**src/rtl/hazard_controller_pkg.sv**
```systemverilog
// ============================================================================
// Module   : hazard_controller_pkg
// Brief    : Shared state encodings, address width and NOP encoding for the
//            hazard controller.
// Revision : 1.0
// ============================================================================
`default_nettype none

package hazard_controller_pkg;

  localparam int HC_AWIDTH = 5;

  typedef enum logic [1:0] {
    HC_RUN        = 2'd0,
    HC_LOAD_STALL = 2'd1,
    HC_FLUSH      = 2'd2,
    HC_MEM_WAIT   = 2'd3
  } hc_state_e;

  // Control word injected into ID/EX as a bubble: every control line low.
  localparam logic [7:0] HC_NOP_CTRL = 8'h00;

endpackage

`default_nettype wire

```
**src/rtl/hc_sat_counter.sv**
```systemverilog
// ============================================================================
// Module   : hc_sat_counter
// Brief    : Up-counter with increment enable that sticks at all-ones.
// Revision : 1.0
// ============================================================================
`default_nettype none

module hc_sat_counter #(
  parameter int WIDTH = 16
) (
  input  logic             hc_clk,
  input  logic             hc_rst,
  input  logic             i_inc,
  output logic [WIDTH-1:0] o_count
);

  logic [WIDTH-1:0] r_count;

  always_ff @(posedge hc_clk or negedge hc_rst) begin
    if (!hc_rst) begin
      r_count <= '0;
    end else if (i_inc && (r_count != '1)) begin
      r_count <= r_count + WIDTH'(1);
    end
  end

  assign o_count = r_count;

endmodule

`default_nettype wire

```
**src/rtl/hazard_controller.sv**
```systemverilog
// ============================================================================
// Module   : hazard_controller
// Brief    : Stall/bubble/flush sequencer for the five-stage MIPS pipeline
//            with saturating stall and redirect counters.
// Revision : 1.0
// ============================================================================
`default_nettype none

module hazard_controller
  import hazard_controller_pkg::*;
#(
  parameter int AWIDTH            = HC_AWIDTH,
  parameter int LOAD_STALL_CYCLES = 2,
  parameter int FLUSH_CYCLES      = 2,
  parameter int MEM_TIMEOUT       = 16,
  parameter int CNT_WIDTH         = 16
) (
  input  logic                 hc_clk,
  input  logic                 hc_rst,
  input  logic                 hc_i_ce,
  input  logic [AWIDTH-1:0]    hc_i_id_rs,
  input  logic [AWIDTH-1:0]    hc_i_id_rt,
  input  logic                 hc_i_id_use_rs,
  input  logic                 hc_i_id_use_rt,
  input  logic [AWIDTH-1:0]    hc_i_ex_rd,
  input  logic                 hc_i_ex_memread,
  input  logic                 hc_i_change_pc,
  input  logic                 hc_i_mem_req,
  input  logic                 hc_i_mem_ready,
  output logic                 hc_o_stall_if,
  output logic                 hc_o_stall_id,
  output logic                 hc_o_stall_ex,
  output logic                 hc_o_bubble_ex,
  output logic                 hc_o_flush_id,
  output logic                 hc_o_flush_ex,
  output logic [1:0]           hc_o_state,
  output logic                 hc_o_timeout,
  output logic [CNT_WIDTH-1:0] hc_o_stall_cnt,
  output logic [CNT_WIDTH-1:0] hc_o_flush_cnt
);

  localparam int c_rem_max = (LOAD_STALL_CYCLES > FLUSH_CYCLES) ? LOAD_STALL_CYCLES : FLUSH_CYCLES;
  localparam int c_rem_w   = $clog2(c_rem_max + 1);
  localparam int c_wait_w  = $clog2(MEM_TIMEOUT + 1);

  localparam logic [c_rem_w-1:0]  c_load_rem  = c_rem_w'(LOAD_STALL_CYCLES - 1);
  localparam logic [c_rem_w-1:0]  c_flush_rem = c_rem_w'(FLUSH_CYCLES - 1);
  localparam logic [c_wait_w-1:0] c_wait_max  = c_wait_w'(MEM_TIMEOUT);

  hc_state_e           r_state, w_state_nxt;
  logic [c_rem_w-1:0]  r_rem, w_rem_nxt;
  logic [c_wait_w-1:0] r_wait, w_wait_nxt;
  logic                r_timeout;

  logic w_luh, w_memstall;
  logic w_stall_all, w_load_stall, w_flush, w_redirect, w_flush_inc, w_timeout_set;

  assign w_memstall = hc_i_mem_req && !hc_i_mem_ready;
  assign w_luh      = hc_i_ex_memread && (hc_i_ex_rd != '0) &&
                      ((hc_i_id_use_rs && (hc_i_id_rs == hc_i_ex_rd)) ||
                       (hc_i_id_use_rt && (hc_i_id_rt == hc_i_ex_rd)));

  always_ff @(posedge hc_clk or negedge hc_rst) begin
    if (!hc_rst) begin
      r_state   <= HC_RUN;
      r_rem     <= '0;
      r_wait    <= '0;
      r_timeout <= 1'b0;
    end else begin
      r_state   <= w_state_nxt;
      r_rem     <= w_rem_nxt;
      r_wait    <= w_wait_nxt;
      r_timeout <= r_timeout | w_timeout_set;
    end
  end

  always_comb begin
    w_state_nxt   = r_state;
    w_rem_nxt     = r_rem;
    w_wait_nxt    = r_wait;
    w_stall_all   = 1'b0;
    w_load_stall  = 1'b0;
    w_flush       = 1'b0;
    w_redirect    = 1'b0;
    w_flush_inc   = 1'b0;
    w_timeout_set = 1'b0;
    if (hc_i_ce) begin
      case (r_state)
        HC_RUN, HC_LOAD_STALL: begin
          if (w_memstall) begin
            w_stall_all = 1'b1;
            w_state_nxt = HC_MEM_WAIT;
            w_wait_nxt  = c_wait_w'(1);
          end else if (hc_i_change_pc) begin
            w_redirect = 1'b1;
          end else if (r_state == HC_LOAD_STALL) begin
            w_load_stall = 1'b1;
            w_rem_nxt    = r_rem - c_rem_w'(1);
            w_state_nxt  = (w_rem_nxt == '0) ? HC_RUN : HC_LOAD_STALL;
          end else if (w_luh) begin
            w_load_stall = 1'b1;
            w_rem_nxt    = c_load_rem;
            w_state_nxt  = (LOAD_STALL_CYCLES > 1) ? HC_LOAD_STALL : HC_RUN;
          end
        end
        HC_FLUSH: begin
          w_flush = 1'b1;
          if (hc_i_change_pc) begin
            w_redirect = 1'b1;
          end else begin
            w_rem_nxt   = r_rem - c_rem_w'(1);
            w_state_nxt = (w_rem_nxt == '0) ? HC_RUN : HC_FLUSH;
          end
        end
        HC_MEM_WAIT: begin
          // Ready wins over timeout; a redirect is only honoured on completion.
          if (hc_i_mem_ready) begin
            if (hc_i_change_pc) w_redirect = 1'b1;
            else                w_state_nxt = HC_RUN;
          end else if (r_wait == c_wait_max) begin
            w_timeout_set = 1'b1;
            w_state_nxt   = HC_RUN;
          end else begin
            w_stall_all = 1'b1;
            w_wait_nxt  = r_wait + c_wait_w'(1);
          end
        end
        default: w_state_nxt = HC_RUN;
      endcase
      if (w_redirect) begin
        w_flush     = 1'b1;
        w_flush_inc = 1'b1;
        w_rem_nxt   = c_flush_rem;
        w_state_nxt = (FLUSH_CYCLES > 1) ? HC_FLUSH : HC_RUN;
      end
    end
  end

  assign hc_o_stall_if  = w_stall_all | w_load_stall;
  assign hc_o_stall_id  = w_stall_all | w_load_stall;
  assign hc_o_stall_ex  = w_stall_all;
  assign hc_o_bubble_ex = w_load_stall;
  assign hc_o_flush_id  = w_flush;
  assign hc_o_flush_ex  = w_flush;
  assign hc_o_state     = r_state;
  assign hc_o_timeout   = r_timeout;

  hc_sat_counter #(.WIDTH(CNT_WIDTH)) u_stall_cnt (
    .hc_clk  (hc_clk),
    .hc_rst  (hc_rst),
    .i_inc   (hc_o_stall_if),
    .o_count (hc_o_stall_cnt)
  );

  hc_sat_counter #(.WIDTH(CNT_WIDTH)) u_flush_cnt (
    .hc_clk  (hc_clk),
    .hc_rst  (hc_rst),
    .i_inc   (w_flush_inc),
    .o_count (hc_o_flush_cnt)
  );

endmodule

`default_nettype wire
```
**config.mk**
```make
export PLATFORM = sky130hd
export DESIGN_NAME = hazard_controller
export DESIGN_NICKNAME = d
export VERILOG_FILES = /design/src/rtl/hazard_controller_pkg.sv /design/src/rtl/hc_sat_counter.sv /design/src/rtl/hazard_controller.sv
export SDC_FILE = /design/constraint.sdc
export NUM_CORES = 1
export LEC_CHECK = 0
export BUFFER_PORTS_ARGS = -buffer_cell sky130_fd_sc_hd__buf_2
export CORE_AREA = 2 2 102 104
export CTS_CLUSTER_SIZE = 30
export DETAILED_ROUTE_END_ITERATION = 6
export DIE_AREA = 0 0 104 106
export PLACE_DENSITY = 0.4
export SYNTH_ARGS = -nofsm -noshare
export SYNTH_HDL_FRONTEND = slang
export SYNTH_SLANG_ARGS = --single-unit
```
**constraint.sdc**
```tcl
create_clock -name hc_clk -period 2.7 [get_ports hc_clk]
set_clock_uncertainty 0.1 [all_clocks]
set_input_delay 0.54 -clock hc_clk [delete_from_list [all_inputs] [get_ports hc_clk]]
set_output_delay 0.54 -clock hc_clk [all_outputs]
set_load 0.02 [all_outputs]
```
==> summary.md, run 1 <==
| Metric | Value |
|---|---|
| Slowest stage delay, CP | `~520 ps` |
| Vias in the first global route | `1914` |
| Post-DP HPWL | `around 4.0 mm` |
| Fin crit period | `between 2000 and 3000 ps` |
| Crit path max fanout | `3` |
| DIE AREA | `0.0110 mm²` |
| Die H | `about 110 µm` |
| RSZ-0062 raised after global routing | `no` |
| Final hold vios | `0` |
| Routed Wire Length | `roughly 5.4 mm` |
| Comb pwr share | `36.3%` |
| Initial antenna violation count | `0` |
| P per Cell Area | `738 mW/mm²` |
| Max-cap violations | `0` |
| Max Buffers Root-to-Sink | `2` |
| Aggregate global routing overflow | `0` |
| Fin Setup TNS | `0 ps` |
| Port bufs | `64` |
| Critical-path cell list | `buf_2 -> or4_1 -> o21ai_1 -> inv_1 -> a21oi_2 -> o21a_4 -> inv_1 -> buf_2` |
| Pint | `about 1.3 mW` |
| Register area share after synthesis | `around 46%` |
| Syn. warnings | `0` |
| Post-route ant nets | `0` |
| TritonCTS clock tree | `built` |
| Switching part of the total | `~40%` |
| Synth unique cells | `42` |
| Psw | `0.849 mW` |
| Maximum number of pins on one net before global-route repair | `43` |
| Leak | `approximately 1.4 nW` |
| Max-slew violations | `0` |
| Area post-placement | `between 0.002 and 0.003 mm²` |
| Status | `finished, final reports clean` |
| Core Footprint | `0.0100 mm²` |
| Slowest CP cell | `or4_1` |
| Final setup margin | `112 ps` |
| CTS Buf Count | `5` |
| FMAX | `386 MHz` |
| Routed via count | `~2000` |
| Reg clk slew, reported paths | `roughly 80 ps` |
| Final Instance Area | `roughly 0.0029 mm²` |
| Final setup violation count | `0` |
| Synth Register Bits | `42` |
| Vias per cell | `roughly 4.4` |
| Max VDD drop | `about 0.00042 V` |
| Htree depth | `2` |
| Ant. Diodes | `0` |
| WS Path Type | `in -> out` |
| Dpl ws | `113 ps` |
| HP Class | `in -> async` |
| Starting density of the core | `a little under a quarter` |
| Clk sink count | `42` |
| Critical path data arrival time | `1950 ps` |
| Period utilization | `95.9%` |
| Worst Max-Slew Pin Slew | `approximately 550 ps` |
| Layout cells sized above 1 | `around 28%` |
| Synth Instances | `240` |
| First-pass GRT wire length | `around 9.2 mm` |
| Drt pass-1 iters | `4` |
| Cell Area, Synth | `roughly 0.0023 mm²` |
| CTS root buf | `clkbuf_8` |
| Syn Area/Cell | `9.62 µm²` |
| Residual DRC | `0` |
| Die width | `104 µm` |
| GPL Wtd Cong | `~0.76` |
| Cell Rows | `37` |
| Number of buffers and inverters on the critical path | `4` |
| Required time of the critical path | `2060 ps` |
| All-layer global routing usage | `10.2%` |
| Initial drt markers | `76` |
| Final nets | `340` |
| Crit. End Element | `output pin` |
| Clock share of power | `roughly a fifth` |
| P&R area growth vs syn | `25.5%` |
| Flop pwr share | `between 40% and 50%` |
| Crit start category | `primary input` |
| Boundary Pins | `65` |
| Delay-heaviest family, CP | `simple AND/OR/NAND/NOR gates` |
| Routed wire per std cell | `between 10 and 15 µm` |
| Syn nets | `about 270` |
| Clk Latency, worst-skew pair | `290 ps` |
| Fillcell total | `about 1100` |
| Slew headroom | `a little over three fifths` |
-- power groups by stage --
stage                     sequential, mW  clock [mW]  combinational [mW]
final                              0.958       0.405               0.777
after global routing               0.989       0.452               0.868
after CTS                          0.954       0.429               0.781
after detailed placement           0.964           0               0.774
after global placement             0.963           0               0.774
after floorplan                     1.06           0               0.405
-- layout by cell type (no fill, tap or decap), types with 2 or more instances in the layout --
master,netlist,layout
o21ai_0,7,7
o21a_1,2,2
nor4_1,3,3
o22ai_1,3,3
clkbuf_8,0,6
a21oi_1,10,10
or4_1,2,2
nor3_1,14,13
buf_2,2,64
ha_1,5,5
inv_1,9,9
nor2_1,22,22
nand2_1,21,21
dfrtp_1,42,42
xnor2_1,19,19
nand3_1,12,12
nand4_1,11,11
and3_1,3,3
nor2b_1,5,5
nand2b_1,3,3
mux2_4,2,2
buf_4,2,6
o211ai_1,3,3
xor2_1,19,19
-- worst register-to-register path, stage by stage (launching register included) --
cell	delay (ps)
dfrtp_1	430
inv_1	70
ha_1	150
nand2_1	90
nor3_4	180
nor2_1	100
o21ai_2	190
o21a_4	180
buf_4	210
nor2_1	90
mux2_4	290
-- Yosys cell counts --
master	number	area, µm²
mux2_4	2	30.0
a21oi_1	10	50.1
nand4_1	11	68.8
o22a_1	1	8.76
a211oi_1	1	7.51
o21ai_0	7	35.0
o21ai_1	1	5.00
nor2b_1	5	31.3
nor4b_2	1	15.0
buf_4	2	15.0
nand3_1	12	60.1
nand2_1	21	78.8
o21a_1	2	15.0
ha_1	5	62.6
o31ai_1	1	7.51
nor2_1	22	82.6
xnor2_1	19	166
a21oi_2	1	8.76
nor2_2	1	6.26
o22ai_1	3	18.8
inv_1	9	33.8
xor2_1	19	166
mux2i_1	1	10.0
buf_2	2	10.0
nand2b_1	3	18.8
o21ai_2	1	8.76
dfrtp_1	42	1050
a41o_1	1	10.0
or4_1	2	15.0
mux2_2	1	11.3
a21boi_0	1	7.51
and3_1	3	18.8
o21a_4	1	15.0
a211oi_2	1	12.5
buf_6	1	11.3
o211ai_1	3	22.5
or3_1	1	6.26
nor3b_1	1	7.51
nor3_1	14	70.1
nand3b_1	1	7.51
clkbuf_1	1	3.75
nor4_1	3	18.8
-- stage by stage --
| step | total power, mW | utilization, % | std cells | hold WS (ps) |
|---|---|---|---|---|
| floorplan | 1.46 | - | 240 | 144 |
| global placement | 1.74 | 28.1 | 440 | 374 |
| detailed placement | 1.74 | 28.1 | 440 | 381 |
| CTS | 2.16 | 28.9 | 446 | 248 |
| global route | 2.31 | 29.0 | 446 | 271 |
| finish | 2.14 | 29.0 | 446 | 219 |
-- layout make-up --
type | instances | area (µm²) | share of cell area (%)
multi-input cells | 183 | 1200 | 41.3
flip-flops and latches | 42 | 1050 | 36.3
repair buffers | 70 | 365 | 12.6
well taps | 136 | 170 | 5.87
clock buffers | 6 | 82.6 | 2.85
inverters | 9 | 33.8 | 1.17
-- timing repair --
action	4_1_cts	5_1_grt
pin swaps	0	1
hold buffers	0	0
buffers inserted	0	0
resized for setup	1	1
endpoints found under the setup margin	2	2
-- cell families after synthesis --
| family | count (synthesis) | share of synthesized area [%] |
|---|---|---|
| flops | 42 | 45.5 |
| xor+xnor | 38 | 14.4 |
| compound gates | 35 | 10.1 |
| buf+inv | 15 | 3.20 |
| mux | 4 | 2.22 |
| fa+ha+maj | 5 | 2.71 |
| simple gates | 101 | 21.9 |
-- per-layer routing --
metal	wire length [µm]	global-route usage [%]
met5	0	0
met4	61	3.09
met3	206	2.64
met2	2570	16.3
met1	2550	13.6
-- state kept, by name, summed over array words and instances, names as in the netlist --
name / flops
hc_o_state: 2
hc_o_timeout: 1
r_rem: 2
r_wait: 5
u_flush_cnt.o_count: 16
u_stall_cnt.o_count: 16
-- worst paths after layout --
path                                                     start                             endpoint  slack [ps]  cells past startpoint
min reg2reg                u_stall_cnt.o_count[11]$_DFFE_PN0P_  u_stall_cnt.o_count[11]$_DFFE_PN0P_         380                      1
min in group hc_clk        u_stall_cnt.o_count[11]$_DFFE_PN0P_  u_stall_cnt.o_count[11]$_DFFE_PN0P_         380                      1
max reg2reg                              r_wait[0]$_DFFE_PN0P_  u_stall_cnt.o_count[12]$_DFFE_PN0P_         500                     10
max in group asynchronous                               hc_rst   u_stall_cnt.o_count[0]$_DFFE_PN0P_        1900                      2
min                                                     hc_rst   u_flush_cnt.o_count[2]$_DFFE_PN0P_         220                      2
max                                              hc_i_ex_rd[1]                        hc_o_stall_if         110                      8
Power figures use the tool's default switching activity.
==> run 2: changes to the inputs <==
Settings changed: BUFFER_PORTS_ARGS -buffer_cell sky130_fd_sc_hd__buf_2 to default, DONT_BUFFER_PORTS from default to 1, PLACE_DENSITY 0.4 to 0.34.
==> summary.md, run 2 (same netlist as run 1, synthesis figures left out) <==
| Metric | Value |
|---|---|
| Status | `finished, final reports clean (unchanged)` |
| DIE AREA | `0.0110 mm² (unchanged)` |
| Final nets | `281 (was 340)` |
| Slowest stage delay, CP | `430 ps (was 520 ps)` |
| Post-DP HPWL | `4.00 mm (about the same)` |
| Period utilization | `92.8% (was 95.9%)` |
| Max-slew violations | `0 (unchanged)` |
| Max Buffers Root-to-Sink | `2 (unchanged)` |
| Vias per cell | `4.46 (was 4.39)` |
| Commonest non-fill, non-tap cell in the layout | `dfrtp_1 (was buf_2)` |
| Residual DRC | `0 (unchanged)` |
| First-pass GRT wire length | `8.96 mm (was 9.22 mm)` |
| Port bufs | `0 (was 64)` |
| Routed wire per std cell | `14.1 µm (was 12.1 µm)` |
| Critical path data arrival time | `1870 ps (was 1950 ps)` |
| CTS root buf | `clkbuf_8 (unchanged)` |
| Routed via count | `1733 (was 1960)` |
| Crit path max fanout | `8 (was 3)` |
| Most frequent cells in the layout | `dfrtp_1 (42), nor2_1 (22), nand2_1 (21), xnor2_1 (19), xor2_1 (19) (was buf_2 (64), dfrtp_1 (42), nor2_1 (22), nand2_1 (21))` |
| GPL Wtd Cong | `0.689 (was 0.756)` |
| Core Footprint | `0.0100 mm² (unchanged)` |
| FMAX | `399 MHz (was 386 MHz)` |
| Cell Rows | `37 (unchanged)` |
| Reg clk slew, reported paths | `90 ps (was 80 ps)` |
| Met2 Use GR | `16.3% (about the same)` |
| CTS Buf Count | `5 (unchanged)` |
| Slew headroom | `68.8% (was 63.3%)` |
| RSZ-0062 raised after global routing | `no (unchanged)` |
| All-layer global routing usage | `10.2% (about the same)` |
| Boundary Pins | `65 (unchanged)` |
| Required time of the critical path | `2060 ps (about the same)` |
| P&R area growth vs syn | `14.1% (was 25.5%)` |
| Aggregate global routing overflow | `0 (unchanged)` |
| GRT met1 Usage | `13.3% (was 13.6%)` |
| Post-route ant nets | `0 (unchanged)` |
| Critical Path Most Common Cell | `inv_1` |
| Die H | `106 µm (unchanged)` |
| HP Class | `in -> reg (was in -> async)` |
| Vias in the first global route | `1681 (was 1914)` |
| Clk Latency, worst-skew pair | `290 ps (about the same)` |
| GRT met3 Usage | `3.00% (was 2.64%)` |
| Postcts setup bufs | `0 (unchanged)` |
| Critical-path cell list | `inv_1 -> ha_1 -> nand2_1 -> nor3_2 -> nor2_1 -> o21ai_2 -> o21a_4 -> inv_1 (was buf_2 -> or4_1 -> o21ai_1 -> inv_1 -> a21oi_2 -> o21a_4 -> inv_1 -> buf_2)` |
| Slowest CP cell | `dfrtp_1 (was or4_1)` |
| Final setup violation count | `0 (unchanged)` |
| TritonCTS clock tree | `built (unchanged)` |
| Fin Setup TNS | `0 ps (unchanged)` |
| Crit start category | `flop (was primary input)` |
| Ant. Diodes | `0 (unchanged)` |
| Initial drt markers | `54 (was 76)` |
| Leak | `1.12 nW (was 1.37 nW)` |
| Number of buffers and inverters on the critical path | `2 (was 4)` |
| WS Path Type | `reg -> out (was in -> out)` |
| P per Cell Area | `781 mW/mm² (was 738 mW/mm²)` |
| Drt pass-1 iters | `4 (unchanged)` |
| Final hold vios | `0 (unchanged)` |
| Fin crit period | `2510 ps (was 2590 ps)` |
| GR peak layer | `met2 (unchanged)` |
| Die width | `104 µm (unchanged)` |
| Layout cells sized above 1 | `10.7% (was 27.7%)` |
| Max-cap violations | `0 (unchanged)` |
| Crit. End Element | `output pin (unchanged)` |
| Initial antenna violation count | `0 (unchanged)` |
| Clk sink count | `42 (unchanged)` |
| Htree depth | `2 (unchanged)` |
| Maximum number of pins on one net before global-route repair | `43 (unchanged)` |
| Starting density of the core | `23.1% (unchanged)` |
| Max VDD drop | `0.000255 V (was 0.000422 V)` |
| Worst Max-Slew Pin Slew | `466 ps (was 551 ps)` |
| Final core occ | `26.4% (was 29.0%)` |
| Delay-heaviest family, CP | `flip-flops (was simple AND/OR/NAND/NOR gates)` |
| Routed Wire Length | `5.48 mm (was 5.39 mm)` |
run 2: repair_timing:
item | in CTS | in global routing
endpoints found under the setup margin | 0 | 2
endpoints found under the hold margin | 42 | 0
resized for setup | 0 | 1
hold buffers | 2 | 0
run 2: worst paths after layout:
path,start,end,slack [ps],cells after the start
max,r_wait[0]$_DFFE_PN0P_,hc_o_stall_if,190,8
min,hc_i_ce,hc_o_state[1]$_DFFE_PN0P_,270,2
max reg2reg,hc_o_state[0]$_DFFE_PN0P_,u_flush_cnt.o_count[15]$_DFFE_PN0P_,490,6
min reg2reg,r_rem[1]$_DFFE_PN0P_,r_rem[1]$_DFFE_PN0P_,430,2
max in group asynchronous,hc_rst,r_rem[1]$_DFFE_PN0P_,1610,2
min in group asynchronous,hc_rst,hc_o_timeout$_DFF_PN0_,670,2
run 2: where the power goes:
| group | internal [mW] | switching, mW | total (mW) |
|---|---|---|---|
| Combinational | 0.258 | 0.329 | 0.588 |
| Clock | 0.183 | 0.231 | 0.414 |
| Sequential | 0.775 | 0.283 | 1.06 |
| Total | 1.22 | 0.844 | 2.06 |
run 2: cell type report:
type | instances | area (µm²)
Clock buffer | 6 | 72.6
Clock inverter | 2 | 13.8
Fill cell | 1113 | 7360
Inverter | 9 | 33.8
Multi-Input combinational cell | 183 | 1190
Sequential cell | 42 | 1050
Tap cell | 136 | 170
Timing Repair Buffer | 11 | 105
run 2: layer usage:
layer  vias up  share of wire (%)
li1        864                  -
met1       826                 47
met2        38                 47
met3         5                4.6
met4         0                1.1
met5         -                  0
run 2: through the flow:
step | power (mW) | area [µm²] | worst slack (ps) | instances | hold slack [ps]
detailed placement | 1.65 | 2510 | 199 | 379 | 146
finish | 2.06 | 2640 | 194 | 389 | 269
CTS | 2.11 | 2630 | 22.2 | 389 | 253
floorplan | 1.46 | 2310 | 73.1 | 240 | 144
global placement | 1.65 | 2510 | 201 | 379 | 146
global route | 2.23 | 2640 | 35.5 | 389 | 280
